===== src/rtl/ct_rtu_ptr_ctrl_64.sv =====
// Pointer and occupancy controller for a 64-entry circular retire-side queue.
// Allocates up to two entries per cycle at the create pointer and frees up to two at the retire pointer.
module ct_rtu_ptr_ctrl_64 #(
    parameter int PTR_W = 6,
    parameter int DEPTH = 1 << PTR_W,
    parameter int CNT_W = PTR_W + 1
) (
    input  logic             forever_cpuclk,
    input  logic             cpurst_b,
    input  logic [1:0]       ctrl_create_req,
    output logic             ctrl_create_gnt,
    input  logic [1:0]       ctrl_retire_req,
    input  logic             ctrl_flush,
    output logic [PTR_W-1:0] create_ptr0,
    output logic [DEPTH-1:0] create_ptr0_expand,
    output logic [DEPTH-1:0] create_ptr1_expand,
    output logic [PTR_W-1:0] retire_ptr0,
    output logic [DEPTH-1:0] retire_ptr0_expand,
    output logic [DEPTH-1:0] retire_ptr1_expand,
    output logic [DEPTH-1:0] entry_vld,
    output logic [CNT_W-1:0] entry_cnt,
    output logic             queue_full,
    output logic             queue_empty
);

    logic [PTR_W-1:0] create_ptr;
    logic [PTR_W-1:0] retire_ptr;
    logic [CNT_W-1:0] cnt;
    logic [DEPTH-1:0] vld;

    logic [1:0]       nc;
    logic [1:0]       nr_req;
    logic [1:0]       nr;
    logic [1:0]       n_add;
    logic [CNT_W-1:0] free_cnt;
    logic [DEPTH-1:0] set_mask;
    logic [DEPTH-1:0] clr_mask;
    logic [DEPTH-1:0] vld_nxt;

    function automatic logic [DEPTH-1:0] expand(input logic [PTR_W-1:0] p);
        return {{(DEPTH-1){1'b0}}, 1'b1} << p;
    endfunction

    // Thermometer requests: the popcount is the number of entries asked for.
    assign nc       = {1'b0, ctrl_create_req[1]} + {1'b0, ctrl_create_req[0]};
    assign nr_req   = {1'b0, ctrl_retire_req[1]} + {1'b0, ctrl_retire_req[0]};
    assign free_cnt = CNT_W'(DEPTH) - cnt;

    // All-or-nothing grant against the registered free count; same-cycle retires do not help.
    assign ctrl_create_gnt = (nc != 2'd0) && !ctrl_flush && (free_cnt >= CNT_W'(nc));
    assign n_add           = ctrl_create_gnt ? nc : 2'd0;
    assign nr              = (CNT_W'(nr_req) > cnt) ? cnt[1:0] : nr_req;

    assign create_ptr0        = create_ptr;
    assign retire_ptr0        = retire_ptr;
    assign create_ptr0_expand = expand(create_ptr);
    assign create_ptr1_expand = expand(create_ptr + PTR_W'(1));
    assign retire_ptr0_expand = expand(retire_ptr);
    assign retire_ptr1_expand = expand(retire_ptr + PTR_W'(1));
    assign entry_vld          = vld;
    assign entry_cnt          = cnt;
    assign queue_full         = (cnt == CNT_W'(DEPTH));
    assign queue_empty        = (cnt == '0);

    // NOTE: every variable gets a default before any conditional update, so no latch is inferred.
    always_comb begin
        set_mask = '0;
        clr_mask = '0;
        if (n_add != 2'd0) set_mask = set_mask | create_ptr0_expand;
        if (n_add == 2'd2) set_mask = set_mask | create_ptr1_expand;
        if (nr != 2'd0)    clr_mask = clr_mask | retire_ptr0_expand;
        if (nr == 2'd2)    clr_mask = clr_mask | retire_ptr1_expand;
        // Creates only hit free entries and retires only occupied ones, so the masks never overlap.
        vld_nxt = (vld & ~clr_mask) | set_mask;
    end

    // NOTE: sequential state uses non-blocking assignments so all registers update from pre-edge values.
    always_ff @(posedge forever_cpuclk or negedge cpurst_b) begin
        if (!cpurst_b) begin
            create_ptr <= '0;
            retire_ptr <= '0;
            cnt        <= '0;
            vld        <= '0;
        end else if (ctrl_flush) begin
            create_ptr <= '0;
            retire_ptr <= '0;
            cnt        <= '0;
            vld        <= '0;
        end else begin
            create_ptr <= create_ptr + PTR_W'(n_add);
            retire_ptr <= retire_ptr + PTR_W'(nr);
            cnt        <= cnt + CNT_W'(n_add) - CNT_W'(nr);
            vld        <= vld_nxt;
        end
    end

endmodule


===== config.mk =====
export PLATFORM = sky130hd
export DESIGN_NAME = ct_rtu_ptr_ctrl_64
export DESIGN_NICKNAME = d
export VERILOG_FILES = /design/src/rtl/ct_rtu_ptr_ctrl_64.sv
export SDC_FILE = /design/constraint.sdc
export NUM_CORES = 1
export LEC_CHECK = 0
export ABC_AREA = 1
export CAP_MARGIN = 15
export CORE_ASPECT_RATIO = 0.5
export CORE_MARGIN = 1
export CORE_UTILIZATION = 40
export CTS_BUF_LIST = sky130_fd_sc_hd__clkbuf_16
export CTS_CLUSTER_DIAMETER = 60
export DETAILED_ROUTE_END_ITERATION = 12
export GPL_ROUTABILITY_DRIVEN = 0
export PLACE_DENSITY_LB_ADDON = 0.08
export SYNTH_ARGS = -nofsm -noshare
export SYNTH_HDL_FRONTEND = slang
export SYNTH_SLANG_ARGS = --single-unit

===== constraint.sdc =====
create_clock -name forever_cpuclk -period 5.55 [get_ports forever_cpuclk]
set_input_delay 0.8325 -clock forever_cpuclk [delete_from_list [all_inputs] [get_ports forever_cpuclk]]
set_output_delay 0.8325 -clock forever_cpuclk [all_outputs]
set_load 0.005 [all_outputs]

==> metrics.md <==
| Metric | Value |
|---|---|
| Syn. warnings | 0 |
| CTS Buf Count | 9 |
| Initial antenna violation count | 0 |
| Largest area contributor in the netlist | dfrtp_1 |
| Core Rows | 37 |
| Crit path buf inv count | 2 |
| Achievable clock frequency | between 0.2 and 0.25 GHz |
| Wire per inst | 23.28 um |
| Worst-path cell chain | inv_1 -> nand2_1 -> nand2_1 -> nor3_1 -> clkdlybuf4s50_1 |
| RSZ-0062 raised after global routing | no |
| Max-slew violation count | 0 |
| CP max FO | 30 |
| Die height | around 110 um |
| CP peak stage delay | roughly 770 ps |
| Final setup skew | ~15 ps |
| Crit-path leading delay family | simple AND/OR/NAND/NOR gates |
| Avg Inst Size Synth | roughly 6 sq um |
| H-tree Lvls | 3 |
| First-pass DRT Iterations | 8 |
| CTS Buffer Depth | 2 |
| Post-CTS sizing | 0 |
| Startpoint types | register |
| Inserted Diodes | 0 |
| Via count | approximately 12k |
| Clk slew on worst S/H paths | roughly 70 ps |
| Share of layout cells above drive strength 1 | about 5.2% |
| Die width | 209.4 um |
| Initial DRC count | 2162 |
| Starting Density | around 41% |
| Register area share after synthesis | 24.14% |
| Hpwl dp | about 36000 um |
| Global-route usage over all layers | between 40% and 50% |
| Clock sink total | slightly above 80 |
| DRT antenna net count | 0 |
| Run status | complete, no violations |
| Commonest non-fill, non-tap cell in the layout | nor2_1 |
| Slowest cell on crit path | nor3_1 |
| Remaining DRCs | 0 |
| Arrival time worst endpoint | between 3000 and 4000 ps |
| CTS tree | done |
| Worst Max-Slew Pin Slew | about 1100 ps |
| Die area | roughly 22000 sq um |
| GRT overflow | 0 |
| Power density over cell area | between 200 and 250 nW/um^2 |
| Top cell by count, worst path | nand2_1 |
| Syn Nets | 1475 |
| Lkg Pwr | about 5.5 nW |
| Period utilization | between 70% and 80% |
| Reg2Reg Setup Slack | between 1500 and 2000 ps |
| Skew-Pair Late Insertion Delay | between 300 and 400 ps |
| Max IR drop VDD | 0.2224 mV |
| Top post-synthesis cells by area | dfrtp_1 24%, nor2_1 16%, nand3_1 13%, nand2_1 11%, inv_1 6.8% |
| Hold Violations, Final | 0 |
| # hold bufs at CTS | 0 |
| Core area | roughly 21000 sq um |
| Area grow syn2layout | 43.33% |
| CP Capture Type | output pin |
| Vias/cell | 5.903 |
| #FFs+latches synth | 83 |
| Synth top area share | between 20% and 30% |
| Clock tree root buffer cell | clkbuf_16 |
| Final setup viols | 0 |
| Post-layout min period | 4406 ps |
| # IOs | approximately 350 |
| Nets@finish | 1739 |
| Most frequent cells in the layout | 374 x nor2_1, 346 x clkdlybuf4s50_1, 252 x nand2_1, 219 x nand3_1, 157 x inv_1 |
| Number of max-cap violations | 0 |
| Req. time, crit path | around 4700 ps |
| FILL cells | around 2.0k |
| Largest net degree at the start of global routing | 67 |
| Total power | between 2 and 3 mW |
| Total setup buffers inserted after CTS | 0 |
| Setup TNS | 0 ps |
| Total Routed Length | 46070 um |
| Netlist cell types | 33 |
| Vias in the first global route | 10.22k |
| Worst relative slew slack | roughly 29% |
| Post-Syn Instances | 1437 |
| Netlist Area Pre-Place | approximately 8600 sq um |
| Critical path class | register to output pin |
| Port Buffers | ~350 |
| Worst hold path type | input port to asynchronous set/reset pin |
| First-pass GRT wire length | between 60000 and 70000 um |
[worst paths after layout]
kind	endpoint	start	cells after the start
max reg2reg	entry_cnt[6]$_DFF_PN0_	entry_cnt[1]$_DFF_PN0_	22
max in group asynchronous	create_ptr0[5]$_DFF_PN0_	cpurst_b	2
min	entry_vld[52]$_DFF_PN0_	cpurst_b	1
min reg2reg	entry_vld[47]$_DFF_PN0_	entry_vld[47]$_DFF_PN0_	4
max	create_ptr1_expand[50]	create_ptr0[4]$_DFF_PN0_	5
min in group forever_cpuclk	entry_vld[47]$_DFF_PN0_	entry_vld[47]$_DFF_PN0_	4
[flip-flops by register name, summed over array words and instances, names as in the netlist]
signal / flops
retire_ptr0: 6
entry_cnt: 7
entry_vld: 64
create_ptr0: 6
[cell type report]
class,instances,area [sq um],share of cell area (%)
clock buffer,9,225.2,1.826
tap,273,341.6,2.770
inverter,169,636.9,5.164
clock inverter,7,70.07,0.5681
sequential,83,2079,16.86
timing repair buffer,363,3601,29.20
multi-input combinational,1075,5379,43.61
[worst register-to-register path, stage by stage, from the launching register on]
cell and delay, ps:
dfrtp_1 490, inv_1 150, ha_1 320, ha_1 210
inv_1 50, nand2_1 40, nor2_1 90, nand2_1 60
nor2_1 110, nand3_2 90, nand3_1 110, inv_1 110
fa_1 520, inv_1 60, fa_1 410, nor2_1 140
nor2_1 50, o21bai_1 190, nand2_1 80, nand2_1 70
a21oi_1 70, xnor2_1 150, nor2_1 50
[synthesized netlist by cell type, drive strengths merged]
master,n
nor2,387
nand2,265
nand3,224
inv,166
dfrtp,83
o2111ai,64
buf,61
nor3,51
clkbuf,49
ha,27
nand4,24
a21oi,11
o21ai,10
fa,4
clkinv,3
nor4,3
a21o,2
o21bai,1
xnor2,1
xor2,1
[where the power goes]
| group | switching (mW) | internal, mW |
|---|---|---|
| registers | 0.0731 | 0.639 |
| logic | 0.861 | 0.405 |
| clock network | 0.277 | 0.349 |
[stage by stage]
stage	instances	hold WS, ps	util (%)	worst slack [ps]	area (sq um)
floorplan	1437	536.9	-	1117	8605
global placement	1963	610.5	57.78	1159	12040
detailed placement	1963	622.8	57.78	986.4	12040
CTS	1979	469.6	59.20	1230	12330
global route	1979	492.7	59.20	920.6	12330
finish	1979	446.6	59.20	1144	12330
[cell families (layout without fill, tap and decap cells)]
| logic type | Yosys count | after routing | share of synthesized area, % |
|---|---|---|---|
| flip-flops | 83 | 83 | 24.14 |
| buffers and inverters | 279 | 548 | 13.61 |
| AO/OA/AOI/OAI | 88 | 88 | 7.998 |
| adder cells (fa/ha/maj) | 31 | 31 | 4.857 |
| XOR/XNOR | 2 | 2 | 0.2036 |
| AND/OR/NAND/NOR | 954 | 954 | 49.19 |
[per-layer routing]
layer | up-vias | global-route usage [%] | wire length, um
met5 | - | 6.667 | 188
met4 | 4 | 8.929 | 1335
met3 | 120 | 21.66 | 8116
met2 | 955 | 53.76 | 17600
met1 | 5400 | 55.42 | 18830
li1 | 5203 | - | -
Power figures use the tool's default switching activity.
